## src/rtl/uart_pkg.sv

```systemverilog
// Shared types and constants for the UART FIFO sequencer.
package uart_pkg;
  localparam int UART_BYTE_W = 8;

  typedef enum logic [1:0] {
    IDLE      = 2'd0,
    SEND      = 2'd1,
    WAIT_DONE = 2'd2
  } uart_tx_state_t;
endpackage

```

## src/rtl/uart_fifo_sequencer_if.sv

```systemverilog
// Bundle of FIFO, byte-engine, flow-control and status signals around the sequencer.
interface uart_fifo_sequencer_if #(
  parameter int DEPTH = 8
);
  import uart_pkg::*;

  localparam int CW = $clog2(DEPTH) + 1;

  logic                   use_flow_control;
  logic                   clear_req;
  logic                   cts;
  logic                   rts;
  logic                   txf_empty;
  logic [UART_BYTE_W-1:0] txf_rdata;
  logic                   txf_ren;
  logic [UART_BYTE_W-1:0] tx_data;
  logic                   tx_valid;
  logic                   tx_busy;
  logic                   tx_done;
  logic [UART_BYTE_W-1:0] rx_data;
  logic                   rx_done;
  logic                   rx_err;
  logic                   rxf_full;
  logic [CW-1:0]          rxf_count;
  logic                   rxf_wen;
  logic [UART_BYTE_W-1:0] rxf_wdata;
  logic                   fifo_clear;
  logic                   rx_overrun;
  logic [UART_BYTE_W-1:0] err_count;

  modport master (
    input  use_flow_control, clear_req, cts, txf_empty, txf_rdata, tx_busy, tx_done,
           rx_data, rx_done, rx_err, rxf_full, rxf_count,
    output rts, txf_ren, tx_data, tx_valid, rxf_wen, rxf_wdata, fifo_clear,
           rx_overrun, err_count
  );

  modport slave (
    output use_flow_control, clear_req, cts, txf_empty, txf_rdata, tx_busy, tx_done,
           rx_data, rx_done, rx_err, rxf_full, rxf_count,
    input  rts, txf_ren, tx_data, tx_valid, rxf_wen, rxf_wdata, fifo_clear,
           rx_overrun, err_count
  );
endinterface

```

## src/rtl/uart_rts_hyst.sv

```systemverilog
// Registered RTS with hysteresis on Rx FIFO occupancy; forced high when flow control is off.
module uart_rts_hyst #(
  parameter int DEPTH  = 8,
  parameter int RTS_HI = DEPTH - 1,
  parameter int RTS_LO = DEPTH / 2
) (
  input  logic                   clk,
  input  logic                   nReset,
  input  logic                   use_flow_control,
  input  logic [$clog2(DEPTH):0] rxf_count,
  output logic                   rts
);
  localparam int CW = $clog2(DEPTH) + 1;
  localparam logic [CW-1:0] HI = CW'(RTS_HI);
  localparam logic [CW-1:0] LO = CW'(RTS_LO);

  logic rts_q, rts_d;

  always_comb begin
    rts_d = rts_q;
    if (!use_flow_control)   rts_d = 1'b1;
    else if (rxf_count >= HI) rts_d = 1'b0;
    else if (rxf_count <= LO) rts_d = 1'b1;
  end

  always_ff @(posedge clk or negedge nReset) begin
    if (!nReset) rts_q <= 1'b0;
    else         rts_q <= rts_d;
  end

  assign rts = rts_q;
endmodule

```

## src/rtl/uart_fifo_sequencer.sv

```systemverilog
// Tx drain / Rx commit sequencer between the UART byte engines and their FIFOs.
// Error/overrun statistics are built only when UART_SEQ_ERR_STATS_EN is defined.
module uart_fifo_sequencer
  import uart_pkg::*;
#(
  parameter int DEPTH  = 8,
  parameter int RTS_HI = DEPTH - 1,
  parameter int RTS_LO = DEPTH / 2
) (
  input logic                   clk,
  input logic                   nReset,
  uart_fifo_sequencer_if.master bus
);
  uart_tx_state_t         state_q, state_d;
  logic                   cts_s1_q, cts_s2_q;
  logic [UART_BYTE_W-1:0] tx_data_q, tx_data_d;
  logic                   tx_valid_q, tx_valid_d;
  logic                   txf_ren_q, txf_ren_d;
  logic                   rxf_wen_q, rxf_wen_d;
  logic [UART_BYTE_W-1:0] rxf_wdata_q, rxf_wdata_d;
  logic                   fifo_clear_q, fifo_clear_d;
  logic                   cts_ok, launch_ok;

  always_comb begin
    cts_ok    = !bus.use_flow_control || cts_s2_q;
    launch_ok = !bus.txf_empty && cts_ok && !bus.tx_busy && !bus.clear_req;

    state_d    = state_q;
    tx_data_d  = tx_data_q;
    tx_valid_d = tx_valid_q;
    txf_ren_d  = 1'b0;
    unique case (state_q)
      IDLE: if (launch_ok) begin
        state_d    = SEND;
        tx_data_d  = bus.txf_rdata;
        tx_valid_d = 1'b1;
        txf_ren_d  = 1'b1;
      end
      SEND: if (bus.tx_busy) begin
        tx_valid_d = 1'b0;
        state_d    = WAIT_DONE;
      end
      WAIT_DONE: if (bus.tx_done) state_d = IDLE;
      default: state_d = IDLE;
    endcase

    // A clear in the same cycle as rx_done discards the byte.
    rxf_wen_d    = bus.rx_done && !bus.rx_err && !bus.rxf_full && !bus.clear_req;
    rxf_wdata_d  = rxf_wen_d ? bus.rx_data : rxf_wdata_q;
    fifo_clear_d = bus.clear_req;
  end

  always_ff @(posedge clk or negedge nReset) begin
    if (!nReset) begin
      state_q      <= IDLE;
      cts_s1_q     <= 1'b0;
      cts_s2_q     <= 1'b0;
      tx_data_q    <= '0;
      tx_valid_q   <= 1'b0;
      txf_ren_q    <= 1'b0;
      rxf_wen_q    <= 1'b0;
      rxf_wdata_q  <= '0;
      fifo_clear_q <= 1'b0;
    end else begin
      state_q      <= state_d;
      cts_s1_q     <= bus.cts;
      cts_s2_q     <= cts_s1_q;
      tx_data_q    <= tx_data_d;
      tx_valid_q   <= tx_valid_d;
      txf_ren_q    <= txf_ren_d;
      rxf_wen_q    <= rxf_wen_d;
      rxf_wdata_q  <= rxf_wdata_d;
      fifo_clear_q <= fifo_clear_d;
    end
  end

  assign bus.tx_data    = tx_data_q;
  assign bus.tx_valid   = tx_valid_q;
  assign bus.txf_ren    = txf_ren_q;
  assign bus.rxf_wen    = rxf_wen_q;
  assign bus.rxf_wdata  = rxf_wdata_q;
  assign bus.fifo_clear = fifo_clear_q;

`ifdef UART_SEQ_ERR_STATS_EN
  logic                   rx_overrun_q, rx_overrun_d;
  logic [UART_BYTE_W-1:0] err_count_q, err_count_d;

  always_comb begin
    rx_overrun_d = rx_overrun_q;
    err_count_d  = err_count_q;
    if (bus.clear_req) begin
      rx_overrun_d = 1'b0;
      err_count_d  = '0;
    end else if (bus.rx_done) begin
      if (bus.rx_err) begin
        if (err_count_q != '1) err_count_d = err_count_q + UART_BYTE_W'(1);
      end else if (bus.rxf_full) begin
        rx_overrun_d = 1'b1;
      end
    end
  end

  always_ff @(posedge clk or negedge nReset) begin
    if (!nReset) begin
      rx_overrun_q <= 1'b0;
      err_count_q  <= '0;
    end else begin
      rx_overrun_q <= rx_overrun_d;
      err_count_q  <= err_count_d;
    end
  end

  assign bus.rx_overrun = rx_overrun_q;
  assign bus.err_count  = err_count_q;
`else
  assign bus.rx_overrun = 1'b0;
  assign bus.err_count  = '0;
`endif

  uart_rts_hyst #(
    .DEPTH  (DEPTH),
    .RTS_HI (RTS_HI),
    .RTS_LO (RTS_LO)
  ) u_rts_hyst (
    .clk              (clk),
    .nReset           (nReset),
    .use_flow_control (bus.use_flow_control),
    .rxf_count        (bus.rxf_count),
    .rts              (bus.rts)
  );
endmodule
```

## src/flat_wrapper.sv

```systemverilog
// flat-port wrapper written by rule: the top's interface ports become plain ports
module uart_fifo_sequencer_flat import uart_pkg::*;
#(
  parameter int DEPTH  = 8,
  parameter int RTS_HI = DEPTH - 1,
  parameter int RTS_LO = DEPTH / 2
)
  (clk, nReset, bus_use_flow_control, bus_clear_req, bus_cts, bus_txf_empty, bus_txf_rdata, bus_tx_busy, bus_tx_done, bus_rx_data, bus_rx_done, bus_rx_err, bus_rxf_full, bus_rxf_count, bus_rts, bus_txf_ren, bus_tx_data, bus_tx_valid, bus_rxf_wen, bus_rxf_wdata, bus_fifo_clear, bus_rx_overrun, bus_err_count);
  uart_fifo_sequencer_if #(.DEPTH(DEPTH)) bus_i ();
  input logic clk;
  input logic nReset;
  input wire logic [$bits(bus_i.use_flow_control)-1:0] bus_use_flow_control;
  input wire logic [$bits(bus_i.clear_req)-1:0] bus_clear_req;
  input wire logic [$bits(bus_i.cts)-1:0] bus_cts;
  input wire logic [$bits(bus_i.txf_empty)-1:0] bus_txf_empty;
  input wire logic [$bits(bus_i.txf_rdata)-1:0] bus_txf_rdata;
  input wire logic [$bits(bus_i.tx_busy)-1:0] bus_tx_busy;
  input wire logic [$bits(bus_i.tx_done)-1:0] bus_tx_done;
  input wire logic [$bits(bus_i.rx_data)-1:0] bus_rx_data;
  input wire logic [$bits(bus_i.rx_done)-1:0] bus_rx_done;
  input wire logic [$bits(bus_i.rx_err)-1:0] bus_rx_err;
  input wire logic [$bits(bus_i.rxf_full)-1:0] bus_rxf_full;
  input wire logic [$bits(bus_i.rxf_count)-1:0] bus_rxf_count;
  output wire logic [$bits(bus_i.rts)-1:0] bus_rts;
  output wire logic [$bits(bus_i.txf_ren)-1:0] bus_txf_ren;
  output wire logic [$bits(bus_i.tx_data)-1:0] bus_tx_data;
  output wire logic [$bits(bus_i.tx_valid)-1:0] bus_tx_valid;
  output wire logic [$bits(bus_i.rxf_wen)-1:0] bus_rxf_wen;
  output wire logic [$bits(bus_i.rxf_wdata)-1:0] bus_rxf_wdata;
  output wire logic [$bits(bus_i.fifo_clear)-1:0] bus_fifo_clear;
  output wire logic [$bits(bus_i.rx_overrun)-1:0] bus_rx_overrun;
  output wire logic [$bits(bus_i.err_count)-1:0] bus_err_count;
  assign bus_i.use_flow_control = bus_use_flow_control;
  assign bus_i.clear_req = bus_clear_req;
  assign bus_i.cts = bus_cts;
  assign bus_i.txf_empty = bus_txf_empty;
  assign bus_i.txf_rdata = bus_txf_rdata;
  assign bus_i.tx_busy = bus_tx_busy;
  assign bus_i.tx_done = bus_tx_done;
  assign bus_i.rx_data = bus_rx_data;
  assign bus_i.rx_done = bus_rx_done;
  assign bus_i.rx_err = bus_rx_err;
  assign bus_i.rxf_full = bus_rxf_full;
  assign bus_i.rxf_count = bus_rxf_count;
  assign bus_rts = bus_i.rts;
  assign bus_txf_ren = bus_i.txf_ren;
  assign bus_tx_data = bus_i.tx_data;
  assign bus_tx_valid = bus_i.tx_valid;
  assign bus_rxf_wen = bus_i.rxf_wen;
  assign bus_rxf_wdata = bus_i.rxf_wdata;
  assign bus_fifo_clear = bus_i.fifo_clear;
  assign bus_rx_overrun = bus_i.rx_overrun;
  assign bus_err_count = bus_i.err_count;
  uart_fifo_sequencer #(.DEPTH(DEPTH), .RTS_HI(RTS_HI), .RTS_LO(RTS_LO)) u_core (.clk(clk), .nReset(nReset), .bus(bus_i));
endmodule
```

## config.mk

```make
export PLATFORM = sky130hd
export DESIGN_NAME = uart_fifo_sequencer_flat
export DESIGN_NICKNAME = d
export VERILOG_FILES = /design/src/rtl/uart_pkg.sv /design/src/rtl/uart_fifo_sequencer_if.sv /design/src/rtl/uart_rts_hyst.sv /design/src/rtl/uart_fifo_sequencer.sv /design/src/flat_wrapper.sv
export SDC_FILE = /design/constraint.sdc
export NUM_CORES = 1
export LEC_CHECK = 0
export ABC_CLOCK_PERIOD_IN_PS = 3100
export BUFFER_PORTS_ARGS = -buffer_cell sky130_fd_sc_hd__buf_4
export CORE_MARGIN = 2
export CORE_UTILIZATION = 44
export CTS_BUF_LIST = sky130_fd_sc_hd__clkbuf_16
export DETAILED_ROUTE_END_ITERATION = 8
export HOLD_SLACK_MARGIN = 0.03
export PLACE_DENSITY_LB_ADDON = 0.3
export SYNTH_ARGS = -nofsm -noshare
export SYNTH_HDL_FRONTEND = slang
export SYNTH_SLANG_ARGS = --single-unit
```

## constraint.sdc

```tcl
create_clock -name clk -period 3.1 [get_ports clk]
set_input_delay 0.31 -clock clk [delete_from_list [all_inputs] [get_ports clk]]
set_output_delay 0.31 -clock clk [all_outputs]
set_load 0.01 [all_outputs]
```

==> results.md, run 1 <==
* Status: completed
* Iter 0 DRT Violations at 0
* Core ar. at 2170 um^2
* Fin crit share at 50.2%
* Post-DP HPWL at around 1400 um
* CTS H-tree lvls at 1
* Kind of end point of the critical path: flop
* Clock period minus worst slack at ~1.6 ns
* R2R depth at 3
* Final wirelength at 1810 um
* Slew headroom at between 60% and 70%
* Pleak at 0.742 nW
* Fmax at 643 MHz
* Worst slack at placement at 1.53 ns
* Pwr Density at 643 nW/um^2
* Final hold vios at 0
* Total number of vias at ~680
* Reg-to-reg endpoint: u_core.bus.tx_data[3]$_DFFE_PN0P_
* ANT nets after route at 0
* Die ar. at 2630 um^2
* Antenna diodes at 0
* Most common cell after layout, fill and taps aside: buf_4
* Cell Area, Placed at 1360 um^2
* Vias in the first global route at between 600 and 700
* Avg Cell Area, Syn at 14.7 um^2
* Worst vdd ir at about 0.45 mV
* GRT Util Overall at between 10% and 20%
* Maxcap violations at 0
* Setup TNS at 0 ns
* Clk slew on worst S/H paths at approximately 0.060 ns
* CTS tree: built
* Num CTS Buffers at 3
* Worst Skew at 0.00197 ns
* Port Buf Inserts at 51
* Reg-to-reg slack, setup at ~1.5 ns
* Worst-Margin Slew at 0.582 ns
* CTS hold repair buffers at 1
* Most frequent cells in the layout: 51 x buf_4, 25 x dfrtp_1, 16 x mux2_2
* Worst Hold End: u_core.cts_s1_q$_DFF_PN0_
* Pre-Repair DR Iteration Count at 1
* Antenna violations before repair at 0
* Worst Setup SP: u_core.state_q[0]$_DFFE_PN0P_
* Gr ovfl total at 0
* Die X at approximately 51 um
* Final instance area at 1450 um^2
* Starting Density at between 40% and 50%
* Max-slew violations at 0
* First-pass GRT wire length at 2930 um
* Reg2reg start: u_core.state_q[0]$_DFFE_PN0P_
* Critical path startpoint category: flop
* Final worst slack at approximately 1.5 ns
* Max Root-Sink Buffers at 2
* Die Span Y at slightly above 50 um
* Synth unique cells at 16
* Worst Hold Depth at 1
* Synth Instances at 67
* Crit Path Class: flop to flop
* Seq/Total Area, Yosys at approximately 64%
* CTS-repair resized insts at 0
* Root Driver: clkbuf_16
* RSZ-0062 raised after global routing: no
* Clock insertion delay at the later pin of the skew report at 0.25 ns
* Largest net degree at the start of global routing at 26
* Flops & latches, synth at 25
* Final setup fails at 0
* Layout cell share with drive strength beyond 1 at about three fifths
* # IOs at 61
* Row count at 17
* Number of nets in the layout at 153
* Clk sinks at 25
* Worst Path Arrival at 1.69 ns
* Hold path start: bus_cts
* Final GP Congestion at 0.688
* Post-CTS setup buffers at 0
* Avg Vias per Cell at 4.59
* Layout area overhead at 47.1%
* Drt drc at 0
* Critical Path RT at 3.24 ns
* Wirelength per Cell at 12.2 um
* Crit path max fanout at 11
* Cell area after synthesis at 985 um^2
* Warnings, synthesis at 0
* Worst min-delay path category: primary input to flop
area by class of cell:
| cell class | instances | area [um^2] |
|---|---|---|
| timing repair buffer | 52 | 393 |
| clock inverter | 1 | 3.75 |
| clock buffer | 3 | 75.1 |
| multi-input combinational | 40 | 317 |
| tap | 28 | 35.0 |
| sequential | 25 | 626 |
| fill | 169 | 721 |
synthesized netlist by cell type:
library cell	number	area, um^2
buf_4	9	67.6
nand3b_1	1	7.51
a21boi_0	1	7.51
and3_1	1	6.26
mux2_2	16	180
o21ai_0	1	5.00
nor4b_4	1	23.8
nor2_1	2	7.51
nand2_1	3	11.3
o21bai_1	1	7.51
buf_2	1	5.00
nand2b_1	1	6.26
dfrtp_1	25	626
conb_1	1	3.75
nor3_1	1	5.00
a21o_1	2	15.0
worst max-delay path by stage:
stage / endpoint / slack, ns / cells after the start
after floorplan: u_core.bus.tx_data[0]$_DFFE_PN0P_ / 1.72 / 4
after detailed placement: u_core.bus.rxf_wdata[4]$_DFFE_PN0P_ / 1.53 / 3
final: u_core.bus.tx_data[3]$_DFFE_PN0P_ / 1.54 / 3
after global placement: u_core.bus.rxf_wdata[5]$_DFFE_PN0P_ / 1.56 / 3
after global routing: u_core.bus.tx_data[3]$_DFFE_PN0P_ / 1.46 / 3
after CTS: u_core.bus.tx_data[3]$_DFFE_PN0P_ / 1.53 / 3
worst max-delay path: stages, from the launching register on:
cell	delay (ns)
dfrtp_1	0.41
nor3_1	0.18
and3_1	0.46
mux2_2	0.39
cell families (layout without fill, tap and decap cells):
logic type | after synthesis | after routing | synth area share, %
AOI/OAI and AO/OA | 5 | 5 | 3.56
buffers and inverters | 10 | 56 | 7.37
DFF | 25 | 25 | 63.5
and+or+nand+nor | 10 | 10 | 6.86
other | 1 | 9 | 0.381
muxes | 16 | 16 | 18.3
per-layer routing:
layer / GRT usage [%] / routed length, um
met2: 26.0 / 972
met1: 18.9 / 687
met5: 0 / 0
met4: 5.26 / 14
met3: 3.22 / 139
where the power goes:
part | switching, mW | leakage (nW) | internal (mW)
clock | 0.103 | 0.0423 | 0.172
combinational | 0.0900 | 0.397 | 0.144
sequential | 0.0336 | 0.303 | 0.390
total | 0.226 | 0.742 | 0.706
metrics by stage:
step / instances / util, % / hold slack [ns] / power (mW)
floorplan: 75 / - / 0.0144 / 0.529
global placement: 144 / 62.7 / 0.222 / 0.655
detailed placement: 144 / 62.7 / 0.229 / 0.664
CTS: 149 / 66.8 / 0.163 / 0.942
global route: 149 / 66.8 / 0.162 / 0.974
finish: 149 / 66.8 / 0.163 / 0.932
flip-flops by register name (all words and copies together) (netlist names):
| name | flops |
|---|---|
| u_core.bus.rxf_wdata | 8 |
| u_core.bus.tx_data | 8 |
| u_core.state_q | 2 |
| u_core.bus.fifo_clear | 1 |
| u_core.bus.rxf_wen | 1 |
| u_core.bus.tx_valid | 1 |
| u_core.bus.txf_ren | 1 |
| u_core.cts_s1_q | 1 |
| u_core.cts_s2_q | 1 |
| u_core.u_rts_hyst.rts | 1 |
Note: power is estimated with default switching activity, not from simulation.
==> run 2, diff against run 1 <==
--- a/config.mk
+++ b/config.mk
@@ -5,10 +5,10 @@
 export SDC_FILE = /design/constraint.sdc
 export NUM_CORES = 1
 export LEC_CHECK = 0
-export ABC_CLOCK_PERIOD_IN_PS = 3100
+export ABC_CLOCK_PERIOD_IN_PS = 1350
 export BUFFER_PORTS_ARGS = -buffer_cell sky130_fd_sc_hd__buf_4
 export CORE_MARGIN = 2
-export CORE_UTILIZATION = 44
+export CORE_UTILIZATION = 37
 export CTS_BUF_LIST = sky130_fd_sc_hd__clkbuf_16
 export DETAILED_ROUTE_END_ITERATION = 8
 export HOLD_SLACK_MARGIN = 0.03
==> constraint.sdc (replaced) <==
create_clock -name clk -period 1.35 [get_ports clk]
set_input_delay 0.135 -clock clk [delete_from_list [all_inputs] [get_ports clk]]
set_output_delay 0.135 -clock clk [all_outputs]
set_load 0.01 [all_outputs]
==> run 2 against run 1 <==
Clock skew about the same. Combinational power up 140%. Clock power up 130%. Fmax is 20% higher. Global-route usage is 1.8 points lower.
==> results.md, run 2 (same netlist as run 1, synthesis figures left out) <==
* Reg-to-reg endpoint: u_core.bus.tx_data[0]$_DFFE_PN0P_
* Die X at 55.6 um (+8.4%)
* Clk sinks at 25 (unchanged)
* Clock insertion delay at the later pin of the skew report at 0.26 ns (about the same)
* Die Span Y at 55.6 um (+8.4%)
* Core ar. at 2500 um^2 (+15%)
* Crit Path Class: flop to flop
* Antenna violations before repair at 0 (unchanged)
* Drt drc at 0 (unchanged)
* Maxcap violations at 0 (unchanged)
* Total number of vias at 705 (+3.1%)
* Port Buf Inserts at 51 (unchanged)
* Most common cell after layout, fill and taps aside: buf_4
* CTS tree: built
* Status: completed
* Max-slew violations at 0 (unchanged)
* Critical path startpoint category: flop
* Critical Path RT at 1.49 ns (-1.75 ns)
* Fmax at 773 MHz (+20%)
* Clock period minus worst slack at 1.29 ns (-0.262 ns)
* Most frequent cells in the layout: 55 x buf_4, 25 x dfrtp_1, 16 x mux2_2
* Row count at 18 (+1)
* Avg Vias per Cell at 4.49 (-2.2%)
* Gr ovfl total at 0 (unchanged)
* Critical-path top delay cell: dfrtp_1
* First-pass GRT wire length at 3170 um (+8.3%)
* Max Root-Sink Buffers at 2 (unchanged)
* Final wirelength at 1900 um (+4.5%)
* Root Driver: clkbuf_16
* Hold path start: bus_rxf_count[3]
* Worst vdd ir at 0.974 mV (+120%)
* WP buf/inv at 0 (unchanged)
* Layout cell share with drive strength beyond 1 at 62.2% (+3.5 points)
* Final GP Congestion at 0.725 (+5.4%)
* Final instance area at 1520 um^2 (+4.6%)
* Worst Path Arrival at 1.44 ns (-0.25 ns)
* Crit path max fanout at 10 (-1)
* Vias in the first global route at 725 (+8.0%)
* Die ar. at 3090 um^2 (+17%)
* Antenna diodes at 0 (unchanged)
* Iter 0 DRT Violations at 4 (+4)
* Worst Skew at 0.00215 ns (+0.000178 ns)
* Starting Density at 39.4% (-6.0 points)
* Total power draw at 2.17 mW (+130%)
* Final hold vios at 0 (unchanged)
* # IOs at 61 (unchanged)
* Cell Area, Placed at 1410 um^2 (+3.3%)
* Reg-to-reg slack, setup at 0.06 ns (-1.49 ns)
* Worst min-delay path category: primary input to flop
* RSZ-0062 raised after global routing: no
* Clk slew on worst S/H paths at 0.06 ns (about the same)
* Pre-Repair DR Iteration Count at 2 (+1)
* Critical Path Sink: u_core.bus.tx_data[0]$_DFFE_PN0P_
* Num CTS Buffers at 3 (unchanged)
* Worst hold slack at 0.0664 ns (-0.0969 ns)
* Fin crit share at 95.8% (+46 points)
* R2R depth at 3 (unchanged)
* CTS H-tree lvls at 1 (unchanged)
* GRT Util Overall at 13.3% (-1.8 points)
* Worst-path cell chain: nor2_2 -> and3_4 -> mux2_2
* Crit path depth at 3 (unchanged)
* Cell class contributing the biggest share of worst-path delay: simple AND/OR/NAND/NOR gates
* Final setup fails at 0 (unchanged)
* Pwr Density at 1430 nW/um^2 (+120%)
* Wirelength per Cell at 12.1 um (-0.81%)
* Worst Setup SP: u_core.state_q[1]$_DFFE_PN0P_
* Slowest stage delay, CP at 0.40 ns (-0.06 ns)
* Kind of end point of the critical path: flop
* Pleak at 0.770 nW (+3.8%)
* Layout area overhead at 53.9%
* Number of nets in the layout at 159 (+3.9%)
* Largest net degree at the start of global routing at 26 (unchanged)
* Reg2reg start: u_core.state_q[1]$_DFFE_PN0P_
* ANT nets after route at 0 (unchanged)
==> run 2: cell count changes in the layout (fill, tap and decap cells not counted), sizes merged <==
cell | before | now
dlygate4sd3 | 1 | 3
inv | 1 | 0
buf | 51 | 55
clkinv | 0 | 1
==> run 2: worst min-delay path by stage <==
| stage | end | slack (ns) | cells past startpoint |
|---|---|---|---|
| global route | u_core.u_rts_hyst.rts$_DFFE_PN0P_ | 0.07 | 2 |
| global placement | u_core.bus.tx_data[0]$_DFFE_PN0P_ | 0.05 | 1 |
| finish | u_core.u_rts_hyst.rts$_DFFE_PN0P_ | 0.07 | 2 |
| floorplan | u_core.bus.fifo_clear$_DFF_PN0_ | -0.16 | 0 |
| detailed placement | u_core.bus.tx_data[0]$_DFFE_PN0P_ | 0.06 | 1 |
| CTS | u_core.u_rts_hyst.rts$_DFFE_PN0P_ | 0.07 | 2 |
==> run 2: area by class of cell <==
cell class	instances	area [um^2]
fillers	225	985
multi-input cells	40	329
repair buffers	58	443
flip-flops and latches	25	626
well taps	30	37.5
clock buffers	3	75.1
clock inverters	1	5.00
==> run 2: worst register-to-register path: stages (launching register included) <==
cell,delay (ns)
dfrtp_1,0.40
nor2_2,0.15
and3_4,0.28
mux2_2,0.35
==> run 2: power breakdown <==
part	leakage, nW	internal, mW	switching, mW
sequential	0.303	0.896	0.0750
clock	0.0409	0.398	0.247
combinational	0.426	0.344	0.211
total	0.770	1.64	0.532
==> run 2: per-layer routing <==
layer | routed length (um) | share of wire [%] | vias to the layer above | global-route usage (%)
met5 | 0 | 0 | - | 0
met4 | 33 | 1.7 | 0 | 7.32
met3 | 171 | 9.0 | 4 | 4.65
met2 | 975 | 51 | 37 | 21.3
met1 | 716 | 38 | 330 | 15.6
li1 | - | - | 334 | -
==> run 2: repair_timing <==
action	in CTS	in global routing
endpoints found under the setup margin	8	8
pin swaps	1	2
resized for setup	0	3
endpoints found under the hold margin	27	0
setup buffers	0	1
hold buffers	3	0
==> run 2: metrics by stage <==
stage	setup WS, ns	utilization, %	setup TNS (ns)	std cells
5_1_grt	0.0106	60.6	0	157
3_3_place_gp	0.0166	56.2	0	150
3_5_place_dp	-0.0284	56.2	-0.173	150
6_report	0.0570	60.6	0	157
2_1_floorplan	0.0164	-	0	75
4_1_cts	-0.0287	60.6	-0.175	157
